==> src/rtl/f_stage_pc.sv <==
// f_stage_pc: fetch-stage program counter and F/D pipeline register.
// Holds the current fetch address, loads the next-PC value every cycle and
// captures the fetched instruction into the decode stage, handling stalls,
// exception/eret redirects and delay-slot tagging.
// Optional feature macro: F_ADEL_EN enables the fetch address-error (AdEL)
// check on the PC being advanced into D.

module f_stage_pc #(
    parameter logic [31:0] RESET_PC   = 32'h0000_3000,
    parameter logic [31:0] HANDLER_PC = 32'h0000_4180
) (
    input  logic        clk,
    input  logic        reset,
    input  logic [31:0] npc,
    input  logic        stall,
    input  logic [31:0] F_instr,
    input  logic        exc_req,
    input  logic        eret_req,
    input  logic [31:0] epc,
    input  logic        D_is_jump,
    output logic [31:0] F_pc,
    output logic [31:0] D_pc,
    output logic [31:0] D_instr,
    output logic        D_bd,
    output logic        D_valid,
    output logic [4:0]  D_exc_code
);

    localparam logic [4:0] EXC_ADEL = 5'd4;

    logic [31:0] r_fPc;
    logic [31:0] r_dPc;
    logic [31:0] r_dInstr;
    logic        r_dBd;
    logic        r_dValid;

    logic [31:0] w_instrIn;
    logic [4:0]  w_excCodeIn;

`ifdef F_ADEL_EN
    localparam logic [31:0] IM_LO = 32'h0000_3000;
    localparam logic [31:0] IM_HI = 32'h0000_6FFC;

    logic       w_fetchFault;
    logic [4:0] r_dExcCode;

    // A fetch faults when misaligned or outside the instruction memory window;
    // the faulting fetch still travels to D, but as a zero instruction.
    always_comb begin
        w_fetchFault = (r_fPc[1:0] != 2'b00) || (r_fPc < IM_LO) || (r_fPc > IM_HI);
        w_instrIn    = w_fetchFault ? 32'h0 : F_instr;
        w_excCodeIn  = w_fetchFault ? EXC_ADEL : 5'd0;
    end

    // Exception code register follows the same priority as the rest of D.
    always_ff @(posedge clk) begin
        if (reset) begin
            r_dExcCode <= 5'd0;
        end else if (exc_req || eret_req) begin
            r_dExcCode <= 5'd0;
        end else if (!stall) begin
            r_dExcCode <= w_excCodeIn;
        end
    end

    assign D_exc_code = r_dExcCode;
`else
    // Without the address check every fetched word passes straight through.
    always_comb begin
        w_instrIn   = F_instr;
        w_excCodeIn = 5'd0;
    end

    assign D_exc_code = w_excCodeIn;
`endif

    // PC and D-stage registers: reset beats exception, which beats eret,
    // which beats stall; redirects flush D to a bubble carrying the new PC.
    always_ff @(posedge clk) begin
        if (reset) begin
            r_fPc    <= RESET_PC;
            r_dPc    <= 32'h0;
            r_dInstr <= 32'h0;
            r_dBd    <= 1'b0;
            r_dValid <= 1'b0;
        end else if (exc_req) begin
            r_fPc    <= HANDLER_PC;
            r_dPc    <= HANDLER_PC;
            r_dInstr <= 32'h0;
            r_dBd    <= 1'b0;
            r_dValid <= 1'b0;
        end else if (eret_req) begin
            r_fPc    <= epc;
            r_dPc    <= epc;
            r_dInstr <= 32'h0;
            r_dBd    <= 1'b0;
            r_dValid <= 1'b0;
        end else if (!stall) begin
            r_fPc    <= npc;
            r_dPc    <= r_fPc;
            r_dInstr <= w_instrIn;
            r_dBd    <= D_is_jump;
            r_dValid <= 1'b1;
        end
    end

    assign F_pc    = r_fPc;
    assign D_pc    = r_dPc;
    assign D_instr = r_dInstr;
    assign D_bd    = r_dBd;
    assign D_valid = r_dValid;

endmodule
==> config.mk <==
export PLATFORM = sky130hd
export DESIGN_NAME = f_stage_pc
export DESIGN_NICKNAME = d
export VERILOG_FILES = /design/src/rtl/f_stage_pc.sv
export SDC_FILE = /design/constraint.sdc
export NUM_CORES = 1
export LEC_CHECK = 0
export ABC_AREA = 1
export ABC_CLOCK_PERIOD_IN_PS = 1380
export CAP_MARGIN = 20
export CORE_MARGIN = 10
export CORE_UTILIZATION = 30
export CTS_BUF_LIST = sky130_fd_sc_hd__clkbuf_2
export DETAILED_ROUTE_END_ITERATION = 16
export GPL_TIMING_DRIVEN = 0
export HOLD_SLACK_MARGIN = 0.12
export RECOVER_POWER = 100
export SLEW_MARGIN = 20
export SYNTH_ARGS = -nofsm -noshare
export SYNTH_HDL_FRONTEND = slang
export SYNTH_SLANG_ARGS = --single-unit
==> constraint.sdc <==
create_clock -name clk -period 1.38 [get_ports clk]
set_clock_uncertainty 0.1 [all_clocks]
set_input_delay 0.414 -clock clk [delete_from_list [all_inputs] [get_ports clk]]
set_output_delay 0.414 -clock clk [all_outputs]
set_load 0.05 [all_outputs]
==> results of run 1 <==
-- final timing paths --
| kind | endpoint |
|---|---|
| worst max-delay path | F_pc[15] |
| worst min-delay path | D_bd$_SDFFE_PP0N_ |
| worst max register to register | F_pc[31]$_SDFFE_PP0P_ |
| worst min register to register | D_instr[24]$_SDFFE_PP0N_ |
-- flip-flops by register name, summed over array words and instances (netlist names) --
register and cells:
D_bd 1, D_instr 32, D_pc 32, D_valid 1, F_pc 32
-- through the flow --
stage / setup WS, ps / instance area (µm²) / std cells
3_3_place_gp: -632 / 6470 / 1000
2_1_floorplan: 100 / 4270 / 622
6_report: -295 / 7470 / 1056
4_1_cts: -370 / 7420 / 1050
3_5_place_dp: -648 / 6470 / 1000
5_1_grt: -375 / 7470 / 1056
-- final cells by class --
type	instances	share of cell area (%)
sequential	98	28.1
clock inverter	5	0.285
clock buffer	11	0.737
tap	180	3.02
timing repair buffer	237	37.1
inverter	61	3.07
antenna	1	0.0335
buffer	43	3.84
multi-input combinational	420	23.8
-- synth_stat cells --
library cell	count	share of area (%)
nand2_2	3	0.44
a21oi_1	33	3.9
nand2_1	244	22
clkbuf_1	6	0.53
dfxtp_1	98	46
inv_1	56	4.9
buf_2	15	1.8
conb_1	1	0.088
buf_6	6	1.6
o21ai_0	2	0.24
nand3_1	115	14
buf_4	16	2.8
nor2_2	1	0.15
nor2_4	2	0.53
inv_2	5	0.44
nor2_1	15	1.3
-- cells by family after synthesis --
family | synth area share, %
and+or+nand+nor | 37.5
other | 0.0882
buffers and inverters | 12.1
AOI/OAI and AO/OA | 4.12
DFF | 46.2
-- power by group through the flow --
| stage | Combinational [mW] | Clock (mW) | Sequential (mW) |
|---|---|---|---|
| CTS | 1.61 | 1.24 | 3.04 |
| global placement | 1.43 | 0 | 3.05 |
| floorplan | 0.457 | 0 | 3.39 |
| detailed placement | 1.44 | 0 | 3.05 |
| global route | 1.73 | 1.32 | 3.05 |
| finish | 1.61 | 1.17 | 3.04 |
-- layer usage --
| metal | vias to the layer above | global-route usage [%] |
|---|---|---|
| met3 | 30 | 4.38 |
| met1 | 2288 | 19.3 |
| met4 | 0 | 7.03 |
| met2 | 165 | 30.9 |
| met5 | - | 0 |
| li1 | 2426 | - |
-- what timing repair did --
item                       4_1_cts  5_1_grt
gates cloned                     0        0
resized for setup              882       18
hold endpoints to repair         9        0
hold buffers                     1        0
setup buffers                   33        5
setup endpoints to repair       98      158
-- worst register-to-register path: stages (launching register included) --
cell and delay (ps):
dfxtp_2 390, buf_4 130, buf_4 130, nand3_1 70, nand3_1 80, nand2_1 60
inv_1 40
==> impl_metrics.yaml, run 1 <==
routing:
  drc: 0
  wl_met3_mm: 1.22
  dr.pass1.iters: 5
  via_per_inst: 4.65
  postRouteAntennaNets: 0
  routed_wl_mm: 17.3
  wire_per_inst_um: 16.4
  wl_met2_mm: 8.73
  via_count: 4909
  wl_met1_mm: 6.89
  top_layer_used: "met4"
  drt_iter0_drc: 256
status:
  status: "finished with violations"
  violations: "negative setup slack"
clocking:
  cts_num_sinks: 98
  htree_levels: 3
  cts_buffers: 9
  clk_pin_slew_ps: 250
  tritoncts: "built"
  root_buffer: "clkbuf_2"
  cts_buffer_depth: 2
  clkLatencyLatePin_ps: 590
cells_and_area:
  syn2layout_area_growth_pct: 75.7
  fillers: 1334
  layout_commonest_cell: "nand2_1"
  regArea_um2: 2100
  final_nets: 972
  final_cell_mix: "nand2_1, nand3_1, clkdlybuf4s50_1"
  postLayoutCoreUtil_pct: 53.8
  drive_gt1_share_pct: 33.9
  multi_input_area_um2: 1780
worst_setup_path:
  r2r_cells: 6
  max_stage_delay_ps: 430
  crit_chain: "buf_8"
  path_delay_family: "flip-flops"
  arrival_ps: 1160
  rrSetupSlack_ps: 320
  crit_buf_inv: 1
  reg2reg_from: "F_pc[31]$_SDFFE_PP0P_"
  worstPathMaxFanout: 3
  cp_slowest_cell: "dfxtp_4"
  end_kind: "primary output"
  cp_num_cells: 1
  required_ps: 870
  path_class: "flop to primary output"
  cp-startpoint: "F_pc[15]$_SDFFE_PP0P_"
  critPathLaunchType: "flop"
placement:
  hpwl_mm: 12.8
  io_buffers: 198
  place.gp.congestion: 0.861
power:
  p_seq_share_pct: 52.2
  fin_total_pwr_mw: 5.82
  p_switching_mw: 1.90
  vdd_drop_max_v: 0.000405
  pwr-share-clk_pct: 20.1
  p_comb_share_pct: 27.7
  leakagePower_nw: 3.69
  power_density_nw_per_um2: 780
  p_int_mw: 3.92
  switching_share_pct: 32.6
yosys:
  ys_ff_latch: 98
  avgSynthCellArea_um2: 6.88
  ys_types: 16
  syn_area_um2: 4250
  ys_warn_count: 0
  yosysSeqAreaShare_pct: 46.2
  synthCells: 618
grt:
  grt_pass1_vias: 4908
  antenna_found_initial: 1
  grt_max_degree: 15
  grt_first_pass_wirelength_mm: 27.0
  grt_overflow: 0
  grt_usage_pct: 17.4
timing:
  finalCritPeriodShare_pct: 121
  worst_pin_slew_ps: 501
  slew_viol_final: 0
  fin_ws_ps: -295
  rsz0062_at_grt: "true"
  setup_viol: 122
  final_hold_viol_count: 0
  hold_slack_ps: 231
  setup_tns_ps: -28330
  min_period_ps: 1670
  slew_headroom_pct: 66.6
  fmax_mhz: 597
worst_hold_path:
  hold_class: "input port to flop"
  hp-start: "D_is_jump"
  min_path_cells: 3
die:
  core_um2: 13900
  die_w_um: 139
  initial_core_util_pct: 30.6
  fp.dieH_um: 139
  io_pins: 205
  dieArea_um2: 19300
  core.rowCount: 43
flow_run:
  drv_cap: 0
(Power assumes the default switching activity.)
==> run 2, diff against run 1 <==
Settings changed: CAP_MARGIN 20 to unset, CTS_CLUSTER_SIZE set to 8, SLEW_MARGIN 20 to 10.
==> results of run 2 <==
Same layout as run 1: the final DEF is identical, and so are final timing and power.
